## src/rtl/evalpost_fmt_if.sv

```systemverilog
// evalpost_fmt_if: start/value request side and byte-stream/packed-string result side of the formatter
interface evalpost_fmt_if #(parameter int N = 16, parameter int LEN = 8);
   logic             start;
   logic [N-1:0]     value;
   logic             ovf_in;
   logic             busy;
   logic [7:0]       tx_data;
   logic             tx_valid;
   logic             tx_ready;
   logic             tx_last;
   logic [8*LEN-1:0] str;
   logic             done;
   modport master (output start, value, ovf_in, tx_ready,
                   input busy, tx_data, tx_valid, tx_last, str, done);
   modport slave (input start, value, ovf_in, tx_ready,
                  output busy, tx_data, tx_valid, tx_last, str, done);
endinterface

```

## src/rtl/evalpost_fmt.sv

```systemverilog
// evalpost_fmt: renders a signed result (or overflow) as ASCII decimal, streamed byte by byte
// and accumulated into a left-justified NUL-padded packed string.
module evalpost_fmt #(parameter int N = 16, parameter int LEN = 8) (
   input logic          clk,
   input logic          rst_n,
   evalpost_fmt_if.slave bus
);
   localparam int DIG = (N + 2) / 3;
   localparam int PW = $clog2(LEN + 1);
   localparam int CW = $clog2(N);
   localparam logic [1:0] IDLE = 2'd0, CONV = 2'd1, EMIT = 2'd2;
   logic [1:0]       state;
   logic             ovf, neg, done_q;
   logic [N:0]       sh, mag;
   logic [4*DIG-1:0] bcd, adj, bcd_nx;
   logic [4*DIG+3:0] bcd_p;
   logic [CW-1:0]    cnt;
   logic [PW-1:0]    ptr, len, nd;
   logic [3:0]       nib;
   logic [7:0]       ch;
   logic [8*LEN-1:0] str_q;
   logic             hs;
   // N+1 bits so that the most negative input still has a representable magnitude
   assign mag = bus.value[N-1] ? -{bus.value[N-1], bus.value} : {bus.value[N-1], bus.value};
   always_comb begin
      adj = '0;
      for (int i = 0; i < DIG; i++)
         adj[4*i +: 4] = bcd[4*i +: 4] >= 4'd5 ? bcd[4*i +: 4] + 4'd3 : bcd[4*i +: 4];
      bcd_nx = {adj[4*DIG-2:0], sh[N-1]};
   end
   always_comb begin
      nd = PW'(1);
      for (int i = 1; i < DIG; i++)
         if (bcd[4*i +: 4] != 4'd0) nd = PW'(i + 1);
   end
   // spare zero nibble keeps the digit select in range while '-' is being presented
   assign bcd_p = {4'd0, bcd};
   always_comb begin
      nib = bcd_p[4*(int'(nd) - 1 - int'(ptr) + int'(neg)) +: 4];
      ch = ovf ? (ptr == PW'(0) ? "O" : ptr == PW'(1) ? "V" : "F") :
           (neg && ptr == PW'(0)) ? "-" : 8'h30 + {4'd0, nib};
   end
   assign len          = ovf ? PW'(3) : nd + PW'(neg);
   assign bus.busy     = state != IDLE;
   assign bus.tx_valid = state == EMIT;
   assign bus.tx_last  = bus.tx_valid && ptr == len - PW'(1);
   assign bus.tx_data  = bus.tx_valid ? ch : 8'h00;
   assign bus.str      = str_q;
   assign bus.done     = done_q;
   assign hs           = bus.tx_valid && bus.tx_ready;
   always_ff @(posedge clk or negedge rst_n) begin
      if (!rst_n) begin
         state  <= IDLE;
         ovf    <= 1'b0;
         neg    <= 1'b0;
         sh     <= '0;
         bcd    <= '0;
         cnt    <= '0;
         ptr    <= '0;
         str_q  <= '0;
         done_q <= 1'b0;
      end else begin
         done_q <= 1'b0;
         if (state == IDLE) begin
            if (bus.start) begin
               ovf   <= bus.ovf_in;
               neg   <= bus.value[N-1];
               sh    <= mag;
               bcd   <= '0;
               cnt   <= '0;
               ptr   <= '0;
               str_q <= '0;
               state <= bus.ovf_in ? EMIT : CONV;
            end
         end else if (state == CONV) begin
            bcd   <= bcd_nx;
            sh    <= {sh[N-1:0], 1'b0};
            cnt   <= cnt + CW'(1);
            state <= cnt == CW'(N - 1) ? EMIT : CONV;
         end else if (hs) begin
            str_q[8*(LEN-1-int'(ptr)) +: 8] <= bus.tx_data;
            ptr <= ptr + PW'(1);
            if (bus.tx_last) begin
               state  <= IDLE;
               done_q <= 1'b1;
            end
         end
      end
   end
endmodule
```

## src/flat_wrapper.sv

```systemverilog
// flat-port wrapper written by rule: the top's interface ports become plain ports
module evalpost_fmt_flat 
#(parameter int N = 16, parameter int LEN = 8)
  (clk, rst_n, bus_start, bus_value, bus_ovf_in, bus_tx_ready, bus_busy, bus_tx_data, bus_tx_valid, bus_tx_last, bus_str, bus_done);
  evalpost_fmt_if #(.N(N), .LEN(LEN)) bus_i ();
  input logic clk;
  input logic rst_n;
  input wire logic [$bits(bus_i.start)-1:0] bus_start;
  input wire logic [$bits(bus_i.value)-1:0] bus_value;
  input wire logic [$bits(bus_i.ovf_in)-1:0] bus_ovf_in;
  input wire logic [$bits(bus_i.tx_ready)-1:0] bus_tx_ready;
  output wire logic [$bits(bus_i.busy)-1:0] bus_busy;
  output wire logic [$bits(bus_i.tx_data)-1:0] bus_tx_data;
  output wire logic [$bits(bus_i.tx_valid)-1:0] bus_tx_valid;
  output wire logic [$bits(bus_i.tx_last)-1:0] bus_tx_last;
  output wire logic [$bits(bus_i.str)-1:0] bus_str;
  output wire logic [$bits(bus_i.done)-1:0] bus_done;
  assign bus_i.start = bus_start;
  assign bus_i.value = bus_value;
  assign bus_i.ovf_in = bus_ovf_in;
  assign bus_i.tx_ready = bus_tx_ready;
  assign bus_busy = bus_i.busy;
  assign bus_tx_data = bus_i.tx_data;
  assign bus_tx_valid = bus_i.tx_valid;
  assign bus_tx_last = bus_i.tx_last;
  assign bus_str = bus_i.str;
  assign bus_done = bus_i.done;
  evalpost_fmt #(.N(N), .LEN(LEN)) u_core (.clk(clk), .rst_n(rst_n), .bus(bus_i));
endmodule
```

## config.mk

```make
export PLATFORM = sky130hd
export DESIGN_NAME = evalpost_fmt_flat
export DESIGN_NICKNAME = d
export VERILOG_FILES = /design/src/rtl/evalpost_fmt_if.sv /design/src/rtl/evalpost_fmt.sv /design/src/flat_wrapper.sv
export SDC_FILE = /design/constraint.sdc
export NUM_CORES = 1
export LEC_CHECK = 0
export BUFFER_PORTS_ARGS = -buffer_cell sky130_fd_sc_hd__buf_2
export CAP_MARGIN = 25
export CORE_MARGIN = 4
export CORE_UTILIZATION = 52
export DETAILED_ROUTE_END_ITERATION = 8
export HOLD_SLACK_MARGIN = 0.15
export PLACE_DENSITY_LB_ADDON = 0.15
export SKIP_LAST_GASP = 1
export SLEW_MARGIN = 20
export SYNTH_ARGS = -nofsm -noshare
export SYNTH_HDL_FRONTEND = slang
export SYNTH_SLANG_ARGS = --single-unit
```

## constraint.sdc

```tcl
create_clock -name clk -period 3.61 [get_ports clk]
set_clock_uncertainty 0.05 [all_clocks]
set_input_delay 0.1805 -clock clk [delete_from_list [all_inputs] [get_ports clk]]
set_output_delay 0.1805 -clock clk [all_outputs]
set_load 0.02 [all_outputs]
```

-- Word level (Yosys, flattened, before mapping)
Index checks and enable logic that the tools add are counted.
W data, S select, Z words.
- add/sub/neg operators: 17
- order comparisons: 6
- equality and inequality tests: 7
- shift-type cells: 3
- muxes and demuxes: 46
- reduce and logical (&&, ||, !) cells: 19
- operators with widths (cell ; count):
    $mux W64 ; 4
    $mux W24 ; 3
    $bwmux W64 ; 1
    $mux W16 ; 4
    $shift A8 B33 Y64 const A ; 1
    $shiftx A8 B33 Y64 ; 1
    $mux W4 ; 12
    $neg A32 Y33 ; 1
    $mux W8 ; 4
    $shiftx A28 B32 Y4 ; 1
    $add A30 B2 Y30 ; 1
    $sub A30 B5 Y30 ; 1
    $ge A4 B3 Y1 const B ; 6
    $add A4 B2 Y4 const B ; 5
    $reduce_bool A4 Y1 ; 5
    $mux W2 ; 9
    $neg A16 Y16 ; 1
    $mux W3 ; 4
    $add A4 B1 Y4 const B ; 2
    $add A6 B4 Y7 const A ; 1
    $reduce_and A3 Y1 ; 2
    $reduce_bool A2 Y1 ; 3
    $reduce_bool A3 Y1 ; 2
    $mux W5 ; 1
    17 further kinds ; 23
- flip-flop bits (word level): 117
- bits of input ports: 21
- output and inout port bits: 76
- logic and storage cells: 107

-- Longest topological paths before layout
Gate-level depths: netlist of run 1.
- depth in word-level cells: 19
- gate-level depth with buffers: 14

-- Worst setup path before layout of run 1
OpenSTA, ideal clock, no wires.
- path kind: reg-to-output
- start: register u_core.bcd[16]
- end: output bus_tx_data[2]
- arrival time: 3.732 ns
- data required time: 3.379 ns
- slack: -0.353 ns
- cell stages (with the launch flop): 13
- buffers on the path: 0
- path through: dfrtp_1 -> inv_1 -> ha_1 -> nor3b_1 -> nand2_1 -> a21oi_1 -> ha_1 -> fa_1 -> xnor2_2 -> mux4_2 -> mux2_2 -> a21boi_2 -> nor2_1
- longest elaborated chain between the ends: 11
- ends and longest elaborated chain (element ; line ; source):
    start: declaration ; evalpost_fmt.sv:15 ; logic [4*DIG-1:0] bcd, adj, bcd_nx;
    start signal: assignment ; evalpost_fmt.sv:76 ; bcd <= bcd_nx;
    $reduce_bool A4 Y1 ; evalpost_fmt.sv:34 ; if (bcd[4*i +: 4] != 4'd0) nd = PW'(i + 1);
    $mux W3 (2 in a row) ; evalpost_fmt.sv:34 ;
    $sub A3 B1 Y4 ; evalpost_fmt.sv:39 ; nib = bcd_p[4*(int'(nd) - 1 - int'(ptr) + int'(neg)) +: 4];
    $sub A30 B5 Y30 ; evalpost_fmt.sv:39 ;
    $add A30 B2 Y30 ; evalpost_fmt.sv:39 ;
    $shiftx A28 B32 Y4 * ; evalpost_fmt.sv:39 ;
    $add A6 B4 Y7 * ; evalpost_fmt.sv:41 ; (neg && ptr == PW'(0)) ? "-" : 8'h30 + {4'd0, nib};
    $mux W8 * ; evalpost_fmt.sv:41 ;
    $mux W8 * ; evalpost_fmt.sv:40 ; ch = ovf ? (ptr == PW'(0) ? "O" : ptr == PW'(1) ? "V" : "F") :
    $mux W8 * ; evalpost_fmt.sv:47 ; assign bus.tx_data = bus.tx_valid ? ch : 8'h00;
    end: declaration ; flat_wrapper.sv:13 ; output wire logic [$bits(bus_i.tx_data)-1:0] bus_tx_data;
Every way passes the cells marked *; elsewhere a longest branch is shown, timed or not.

-- Worst setup path in the final report of run 1
- start: register u_core.bcd[17]
- end: output bus_tx_data[2]
The elaborated chain is that of the path after synthesis.

==> results of run 1 <==
power by group:
group	leakage (nW)	internal, mW	switching (mW)
Combinational	1.99	2.39	2.67
Sequential	1.45	1.49	0.273
Clock	0.125	0.467	0.450
Total	3.57	4.35	3.39
logic make-up (layout without fill, tap and decap cells):
| kind of cell | count (synthesis) | in the layout |
|---|---|---|
| multiplexers | 10 | 10 |
| flip-flops | 109 | 109 |
| XOR/XNOR | 29 | 29 |
| adder cells (fa/ha/maj) | 33 | 33 |
| AND/OR/NAND/NOR | 143 | 143 |
| buffers and inverters | 64 | 210 |
| AO/OA/AOI/OAI | 204 | 204 |
| other | 1 | 10 |
through the flow:
step | setup WS [ns] | cell area (sq um)
floorplan | -0.0137 | 6150
global placement | 0.0513 | 6950
detailed placement | -0.101 | 6960
CTS | -0.144 | 7500
global route | -0.305 | 7660
finish | -0.192 | 7660
layer usage:
layer	part of all wire (%)	vias up
met3	6.3	37
met1	45	2681
met4	2.6	0
met5	0	-
met2	46	198
li1	-	2509
state kept, by name, summed over array words and instances (netlist names):
name             count
u_core.bus.str      56
u_core.bcd          24
u_core.sh           16
u_core.cnt           4
u_core.ptr           4
u_core.state         2
u_core.bus.done      1
u_core.neg           1
u_core.ovf           1
worst max-delay path: stages, from the launching register on:
cell	delay, ns
dfrtp_1	0.40
inv_2	0.10
ha_4	0.14
nor3b_4	0.22
nand2_2	0.10
a21oi_2	0.16
ha_4	0.23
fa_2	0.44
xnor2_4	0.24
mux4_2	0.52
mux2_4	0.30
a21boi_4	0.18
nor2_2	0.06
buf_6	0.14
Yosys cell counts, drive strengths merged (8+ instances only):
library cell	number	share of area, %
nand2b	10	1.0
ha	32	6.6
o31ai	15	1.9
o2bb2ai	55	7.9
a22oi	8	0.99
a21oi	26	2.2
xnor2	12	1.9
o22ai	11	1.2
nand3	18	1.5
nor3	8	0.66
inv	35	2.2
buf	9	1.1
dfrtp	109	45
xor2	17	2.5
a31oi	10	1.0
clkbuf	20	1.2
nand2	39	2.4
nor2	30	1.9
o21ai	45	3.7
cell type report:
| class | instances | area (sq um) |
|---|---|---|
| Clock buffer | 10 | 229 |
| Clock inverter | 5 | 37.5 |
| Fill cell | 935 | 3760 |
| Inverter | 35 | 131 |
| Multi-Input combinational cell | 429 | 3310 |
| Sequential cell | 109 | 2730 |
| Tap cell | 143 | 179 |
| Timing Repair Buffer | 160 | 1050 |
path summary, 6_finish.rpt:
check                                from            endpoint  slack, ns  depth (start not counted)
min in group asynchronous           rst_n      u_core.bcd[10]       0.28                          2
max in group asynchronous           rst_n  u_core.bus.str[50]       2.35                          4
setup reg to reg           u_core.bcd[17]  u_core.bus.str[35]       0.08                         15
setup / recovery           u_core.bcd[17]      bus_tx_data[2]      -0.19                         13
hold / removal              bus_value[13]       u_core.sh[13]       0.16                          3
hold reg to reg             u_core.cnt[3]       u_core.cnt[3]       0.43                          1
cells in the final DEF (no fill, tap or decap), types with 12 or more instances in the layout:
master and instances:
ha_1 24, buf_2 81, nor2_1 29, o31ai_1 14, a21oi_1 24, dfrtp_1 109, xor2_1 17, o21ai_0 31
nand2_1 38, buf_4 66, o21ai_1 12, nand3_1 18, inv_1 24, o2bb2ai_1 55
timing repair:
action / CTS / global route
endpoints found under the setup margin: 19 / 19
resized for setup: 30 / 20
hold buffers: 7 / 0
buffers inserted: 14 / 7
pin swaps: 9 / 8
endpoints found under the hold margin: 82 / 0
==> results by group, run 1 <==
Synthesis
  • Xor/xnor share of the synthesized area: 4.31%
  • Fraction of synthesized area in multiplexers: 2.54%
  • Library cells used by synthesis: 65
  • Syn. warnings: 0
  • Ys async rst share: 100%
  • Post-synthesis sequential area ratio: 45.0%
  • Yosys reg bits: 109
  • Cell Area, Synth: 0.00606 sq mm
  • Post-synthesis adder-cell area fraction: 6.93%
  • Synth Flop Type: dfrtp_1
  • Compound-Gate Fraction of Synth Area: 24.3%
  • Number of synthesized flops with an enable pin: 0
  • Main combinational cell family by area after synthesis: compound AO/OA/AOI/OAI gates
  • Synth Area per Inst: 10.2 sq um
  • Synth Instances: 593
  • Synth Area in Simple Gates: 12.3%

Critical path
  • WP data arrival: 3.57 ns
  • Worst-path fanout max: 3
  • CP Capture Type: output pin
  • Crit path kind: reg -> out
  • Worst Setup Start Kind: register
  • Worst EP required: 3.38 ns

GRT
  • Met1 usage: 37.9%
  • Grt ovf: 0
  • Gr busiest metal: met2
  • First-pass GRT wire length: 27,400 um
  • Vias in the first global route: 5,279
  • Largest net degree at the start of global routing: 76
  • Met3 GRT Util: 5.17%
  • GRT Util Overall: 26.1%
  • Antenna violations before repair: 0
  • Met2 usage: 39.1%

Power
  • Peak VDD IR: 0.663 mV
  • Total power: 7.73 mW
  • Power Dens Cells: 1010 mW/mm^2
  • Leak Pwr: 3.57 nW

Clock tree
  • Root Buffer: clkbuf_16
  • Clock insertion delay at the later pin of the skew report: 0.36 ns
  • CTS tree: done
  • Clk pin slew, worst setup/hold paths: 0.07 ns
  • Clk sinks: 109
  • CTS max path bufs: 2
  • Clock buffer count from CTS: 9
  • H-tree level count: 3

Final layout
  • Area Overhead vs Synth: 26.4%
  • Fin util: 67.1%
  • Final cell count without fillers: 891
  • Antenna diodes: 0
  • Share of cells above drive strength 1: 29.1%
  • Number of nets in the final layout: 798

Timing
  • Count of pins over their slew limit: 0
  • Tcrit/Tclk final: 105%
  • Final hold violation count: 0
  • Final WS setup: -0.192 ns
  • Final min period: 3.80 ns
  • RSZ-0062 raised after global routing: true
  • Final setup violating endpoints: 3
  • Setup TNS: -0.524 ns
  • Hold slack: 0.155 ns
  • Slew at the pin with the worst max-slew slack: 1.02 ns
  • F_max: 0.263 GHz
  • Max_slew headroom: 31.8%

Floorplan
  • Die area: 0.0135 sq mm
  • Die Span Y: 116 um
  • Placeable Area: 0.0114 sq mm
  • I/O pin total: 97
  • Chip Width: 116 um
  • Initial Util: 53.1%
  • Number of placement rows: 39

Status
  • Failing checks: setup timing
  • Outcome: finished, violations left

Placed design
  • Port buffer count: 87
  • Post-Place Cells: 848
  • RePlAce Congestion: 0.941
  • HPWL Detailed: 12,100 um

Min path
  • Min-Delay Path Class: in -> reg

Detailed routing
  • Drt wl/cell: 19.2 um
  • # DRC: 0
  • Total number of vias: 5,425
  • Post-Route WL: 17,100 um
  • Post-DRT Antenna Nets: 0
  • Initial DRC count: 388
  • DRT Pass-1 Iters: 5
  • Vias per Instance: 6.09

Flow run
  • Maxcap violations: 0
No activity file was read; power rests on OpenSTA's default activity.
==> run 2, diff against run 1 <==
--- a/config.mk
+++ b/config.mk
@@ -12,6 +12,7 @@
 export DETAILED_ROUTE_END_ITERATION = 8
 export HOLD_SLACK_MARGIN = 0.15
 export PLACE_DENSITY_LB_ADDON = 0.15
+export REMOVE_ABC_BUFFERS = 1
 export SKIP_LAST_GASP = 1
 export SLEW_MARGIN = 20
 export SYNTH_ARGS = -nofsm -noshare
==> run 2 against run 1 <==
Compared with the run above: the run still ends with setup timing left; worst hold slack better by 0.012 ns; cell area grew 2.6%; total power grew 5.8%; utilization grew 1.8 points; flip-flop and latch count is the same; critical path type unchanged.
==> results by group, run 2 (synthesis gave the netlist of run 1 again) <==
GRT
  • Antenna violations before repair: 0 (unchanged)
  • GRT Util Overall: 25.2% (was 26.1%)
  • First-pass GRT wire length: 26,800 um (was 27,400 um)
  • Largest net degree at the start of global routing: 59 (was 76)
  • Vias in the first global route: 5,410 (was 5,279)
  • Grt ovf: 0 (unchanged)

Floorplan
  • Number of placement rows: 39 (unchanged)
  • Die area: 0.0135 sq mm (unchanged)
  • Die Span Y: 116 um (unchanged)
  • I/O pin total: 97 (unchanged)
  • Placeable Area: 0.0114 sq mm (unchanged)
  • Initial Util: 53.1% (unchanged)
  • Chip Width: 116 um (unchanged)

Min path
  • Min-Delay Path Class: in -> reg (unchanged)
  • Hold path cells: 4 (was 3)

Critical path
  • R2R depth: 13 (was 15)
  • Worst-path fanout max: 4 (was 3)
  • Worst Setup Start Kind: register (unchanged)
  • WP data arrival: 3.54 ns (was 3.57 ns)
  • Worst EP required: 3.38 ns (about the same)
  • CP Capture Type: output pin (unchanged)
  • Crit path kind: reg -> out (unchanged)

Placed design
  • Post-Place Cells: 863 (was 848)
  • Placement Cell Area: 0.00703 sq mm (was 0.00696 sq mm)
  • HPWL Detailed: 11,900 um (was 12,100 um)
  • Port buffer count: 87 (unchanged)
  • RePlAce Congestion: 0.908 (was 0.941)

Clock tree
  • H-tree level count: 3 (unchanged)
  • Clock insertion delay at the later pin of the skew report: 0.35 ns (was 0.36 ns)
  • CTS max path bufs: 2 (unchanged)
  • CTS tree: done (unchanged)
  • Clk pin slew, worst setup/hold paths: 0.07 ns (about the same)
  • Clk sinks: 109 (unchanged)
  • Clock buffer count from CTS: 9 (unchanged)
  • Root Buffer: clkbuf_16 (unchanged)

Detailed routing
  • Total number of vias: 5,474 (was 5,425)
  • Drt wl/cell: 19.0 um (was 19.2 um)
  • Post-Route WL: 17,200 um (was 17,100 um)
  • Initial DRC count: 387 (was 388)
  • Post-DRT Antenna Nets: 0 (unchanged)
  • # DRC: 0 (unchanged)
  • Vias per Instance: 6.05 (was 6.09)
  • DRT Pass-1 Iters: 5 (unchanged)

Final layout
  • Post-layout instance area: 0.00787 sq mm (was 0.00766 sq mm)
  • Final cell count without fillers: 905 (was 891)
  • Largest register FFs: 56 (unchanged)
  • Area Overhead vs Synth: 29.7% (was 26.4%)
  • Number of nets in the final layout: 811 (was 798)
  • Share of cells above drive strength 1: 31.5% (was 29.1%)
  • Commonest non-fill, non-tap cell in the layout: dfrtp_1 (unchanged)
  • Most frequent cells in the layout: dfrtp_1 (109), buf_2 (82), buf_4 (80), o2bb2ai_1 (55), nand2_1 (38) (was dfrtp_1 (109), buf_2 (81), buf_4 (66), o2bb2ai_1 (55), nand2_1 (38))
  • Antenna diodes: 0 (unchanged)

Timing
  • RSZ-0062 raised after global routing: true (unchanged)
  • F_max: 0.266 GHz (was 0.263 GHz)
  • Final setup violating endpoints: 3 (unchanged)
  • Max_slew headroom: 54.5% (was 31.8%)
  • Count of pins over their slew limit: 0 (unchanged)
  • Final hold violation count: 0 (unchanged)
  • Slew at the pin with the worst max-slew slack: 0.683 ns (was 1.02 ns)
  • Final WS setup: -0.156 ns (was -0.192 ns)
  • Tcrit/Tclk final: 104% (was 105%)
  • Final min period: 3.77 ns (was 3.80 ns)

Power
  • Peak VDD IR: 0.694 mV (was 0.663 mV)
  • Power Dens Cells: 1040 mW/mm^2 (was 1010 mW/mm^2)
  • Leak Pwr: 3.69 nW (was 3.57 nW)

Status
  • Outcome: finished, violations left (unchanged)
  • Failing checks: setup timing (unchanged)

Flow run
  • Maxcap violations: 0 (unchanged)
[run 2: final timing paths]
path	start	endpoint	slack (ns)
max	u_core.bcd[21]	bus_tx_data[0]	-0.16
max in group asynchronous	rst_n	u_core.bus.str[58]	2.43
max reg2reg	u_core.bcd[21]	u_core.bus.str[50]	0.20
min reg2reg	u_core.bus.str[0]	u_core.bus.str[0]	0.44
min	bus_value[13]	u_core.sh[15]	0.17
min in group asynchronous	rst_n	u_core.bcd[21]	0.35
[run 2: power by group]
part           internal [mW]  switching, mW  total, mW
clock network          0.507          0.489      0.996
registers               1.49          0.271       1.76
logic                   2.64           2.79       5.43
total                   4.64           3.55       8.18
[run 2: layout make-up]
cell class                      instances  area (sq um)
Fill cell                             887          3550
Sequential cell                       109          2730
Multi-Input combinational cell        429          3390
Clock inverter                          6          62.6
Clock buffer                           10           239
Timing Repair Buffer                  173          1140
Inverter                               35           131
Tap cell                              143           179
[run 2: metal layers]
layer / vias up / track usage [%] / routed length [um]
li1: 2539 / - / -
met1: 2721 / 35.5 / 7490
met2: 192 / 39.2 / 8320
met3: 22 / 5.69 / 1110
met4: 0 / 7.19 / 269
met5: - / 0 / 0
[run 2: repair_timing]
item / in CTS / in global routing
buffers inserted: 5 / 14
pin swaps: 6 / 20
hold buffers: 7 / 0
setup endpoints to repair: 29 / 28
resized for setup: 23 / 42
endpoints found under the hold margin: 60 / 0
[run 2: critical path: stages, from the launching register on]
cell and delay, ns:
dfrtp_1 0.40, inv_2 0.09, ha_4 0.14, nor3b_4 0.20, nand2_2 0.11, a21oi_4 0.14
ha_4 0.22, fa_2 0.44, xnor2_4 0.22, buf_6 0.13, mux4_2 0.50, o21ai_2 0.18
a21oi_2 0.09, nor2_2 0.18, buf_6 0.15
[run 2: per-stage QoR]
stage | TNS, ns | power (mW) | setup WS, ns | hold WS [ns] | utilization, %
finish | -0.411 | 8.18 | -0.156 | 0.167 | 68.9
global route | -0.974 | 8.75 | -0.328 | 0.164 | 68.9
CTS | -0.742 | 7.31 | -0.247 | 0.153 | 66.1
detailed placement | -1.54 | 5.87 | -0.161 | 0.207 | 61.6
global placement | -0.0144 | 5.70 | -0.0144 | 0.201 | 61.6
floorplan | -3.22 | 4.33 | -0.353 | -0.165 | -
==> run 3, diff against run 2 <==
--- a/config.mk
+++ b/config.mk
@@ -13,6 +13,7 @@
 export HOLD_SLACK_MARGIN = 0.15
 export PLACE_DENSITY_LB_ADDON = 0.15
 export REMOVE_ABC_BUFFERS = 1
+export SKIP_CTS_REPAIR_TIMING = 1
 export SKIP_LAST_GASP = 1
 export SLEW_MARGIN = 20
 export SYNTH_ARGS = -nofsm -noshare
==> run 3 against run 2 <==
Compared with the run above: the flow still finishes with violations (setup timing); die area unchanged; non-clock buffer count down 9; total power shrank 5.0%; worst hold slack got worse by 0.033 ns; count of clock-buffer cells in the layout did not move.
==> results by group, run 3 (synthesis gave the netlist of run 1 again) <==
Critical path
  • WP data arrival: 3.62 ns (was 3.54 ns)
  • Crit path kind: reg -> out (unchanged)
  • FF-to-FF Start: u_core.bcd[13] (was u_core.bcd[21])
  • Worst Setup Start Kind: register (unchanged)
  • Critical Path Source: u_core.bcd[13] (was u_core.bcd[21])
  • CP Capture Type: output pin (unchanged)
  • Worst EP required: 3.38 ns (about the same)
  • Worst-path fanout max: 4 (unchanged)

Detailed routing
  • DRT Pass-1 Iters: 6 (was 5)
  • Post-DRT Antenna Nets: 0 (unchanged)
  • Initial DRC count: 345 (was 387)
  • Total number of vias: 5,397 (was 5,474)
  • Post-Route WL: 16,500 um (was 17,200 um)
  • Vias per Instance: 6.02 (was 6.05)
  • Drt wl/cell: 18.5 um (was 19.0 um)
  • # DRC: 0 (unchanged)

Floorplan
  • Placeable Area: 0.0114 sq mm (unchanged)
  • Chip Width: 116 um (unchanged)
  • Die Span Y: 116 um (unchanged)
  • Number of placement rows: 39 (unchanged)
  • Initial Util: 53.1% (unchanged)
  • I/O pin total: 97 (unchanged)
  • Die area: 0.0135 sq mm (unchanged)

Status
  • Outcome: finished, violations left (unchanged)
  • Failing checks: setup timing (unchanged)

Power
  • Peak VDD IR: 0.688 mV (was 0.694 mV)
  • Power Dens Cells: 1010 mW/mm^2 (was 1040 mW/mm^2)
  • Leak Pwr: 3.64 nW (was 3.69 nW)

Clock tree
  • Clk pin slew, worst setup/hold paths: 0.08 ns (was 0.07 ns)
  • H-tree level count: 3 (unchanged)
  • Clock insertion delay at the later pin of the skew report: 0.35 ns (about the same)
  • Clock buffer count from CTS: 9 (unchanged)
  • CTS tree: done (unchanged)
  • CTS max path bufs: 2 (unchanged)
  • Root Buffer: clkbuf_16 (unchanged)
  • Clk sinks: 109 (unchanged)

Min path
  • Min-Delay Path Class: in -> reg (unchanged)
  • Worst Min Path Start: bus_value[9] (was bus_value[13])

GRT
  • Largest net degree at the start of global routing: 59 (unchanged)
  • First-pass GRT wire length: 26,300 um (was 26,800 um)
  • Antenna violations before repair: 0 (unchanged)
  • GRT Util Overall: 24.7% (was 25.2%)
  • Vias in the first global route: 5,288 (was 5,410)
  • Grt ovf: 0 (unchanged)

Timing
  • Final hold violation count: 0 (unchanged)
  • Hold slack: 0.135 ns (was 0.167 ns)
  • RSZ-0062 raised after global routing: true (unchanged)
  • Final WS setup: -0.237 ns (was -0.156 ns)
  • Final min period: 3.85 ns (was 3.77 ns)
  • Max_slew headroom: 54.1% (was 54.5%)
  • Count of pins over their slew limit: 0 (unchanged)
  • F_max: 0.260 GHz (was 0.266 GHz)
  • Tcrit/Tclk final: 107% (was 104%)
  • Final setup violating endpoints: 4 (was 3)
  • Slew at the pin with the worst max-slew slack: 0.688 ns (was 0.683 ns)

Placed design
  • RePlAce Congestion: 0.908 (unchanged)
  • Port buffer count: 87 (unchanged)
  • Post-Place Cells: 863 (unchanged)
  • HPWL Detailed: 11,900 um (unchanged)
  • Placement Cell Area: 0.00703 sq mm (unchanged)

Final layout
  • Number of nets in the final layout: 802 (was 811)
  • Commonest non-fill, non-tap cell in the layout: dfrtp_1 (unchanged)
  • Antenna diodes: 0 (unchanged)
  • Area Overhead vs Synth: 27.3% (was 29.7%)
  • Largest register FFs: 56 (unchanged)
  • Share of cells above drive strength 1: 30.3% (was 31.5%)
  • Most frequent cells in the layout: dfrtp_1 (109), buf_2 (83), buf_4 (71), o2bb2ai_1 (55), nand2_1 (38) (was dfrtp_1 (109), buf_2 (82), buf_4 (80), o2bb2ai_1 (55), nand2_1 (38))
  • Fin util: 67.6% (was 68.9%)
  • Post-layout instance area: 0.00772 sq mm (was 0.00787 sq mm)
  • Final cell count without fillers: 896 (was 905)

Flow run
  • Maxcap violations: 0 (unchanged)
run 3: changes by cell type in the layout (fill, tap and decap cells not counted), sizes merged:
cell	previous run	this run
buf	166	159
dlygate4sd3	7	5
run 3: routing by layer:
layer	vias up	share of wire [%]	track usage, %
li1	2519	-	-
met1	2677	45	35.2
met2	178	47	38.1
met3	23	6.2	5.90
met4	0	1.5	6.73
met5	-	0	0
run 3: path summary, 6_finish.rpt:
check / depth (start not counted) / slack (ns) / end
hold reg to reg: 2 / 0.44 / u_core.sh[3]
setup / recovery: 14 / -0.24 / bus_tx_data[2]
max in group asynchronous: 3 / 2.43 / u_core.bus.str[56]
hold / removal: 4 / 0.13 / u_core.sh[9]
setup reg to reg: 14 / 0.08 / u_core.bus.str[50]
min in group asynchronous: 2 / 0.36 / u_core.bcd[21]
run 3: critical path, cell delays in order, from the launching register on:
cell and delay [ns]:
dfrtp_1 0.40, inv_2 0.08, ha_4 0.12, nor3b_2 0.15, buf_4 0.14, a21boi_4 0.17
o21ai_2 0.09, ha_2 0.19, fa_2 0.44, xnor2_4 0.26, mux4_2 0.53, mux2_4 0.30
a21boi_4 0.21, nor2_4 0.05, buf_6 0.14
run 3: final cells by class:
class                      count  area, sq um
clock buffer                  10          239
clock inverter                 6         62.6
sequential                   109         2730
multi-input combinational    429         3310
timing repair buffer         164         1060
inverter                      35          131
fill                         906         3700
tap                          143          179
run 3: stage by stage:
step / setup WS (ns) / power, mW / TNS, ns
after global placement: -0.0144 / 5.70 / -0.0144
after floorplan: -0.353 / 4.33 / -3.22
final: -0.237 / 7.77 / -0.593
after global routing: -0.377 / 8.29 / -1.50
after detailed placement: -0.161 / 5.87 / -1.54
after CTS: -0.561 / 6.89 / -4.03
run 3: report_power, final:
group          internal, mW  leakage, nW  switching (mW)  total [mW]
Combinational          2.42         2.04            2.59        5.01
Clock                 0.508        0.149           0.494        1.00
Sequential             1.49         1.45           0.268        1.76
Total                  4.42         3.64            3.35        7.77
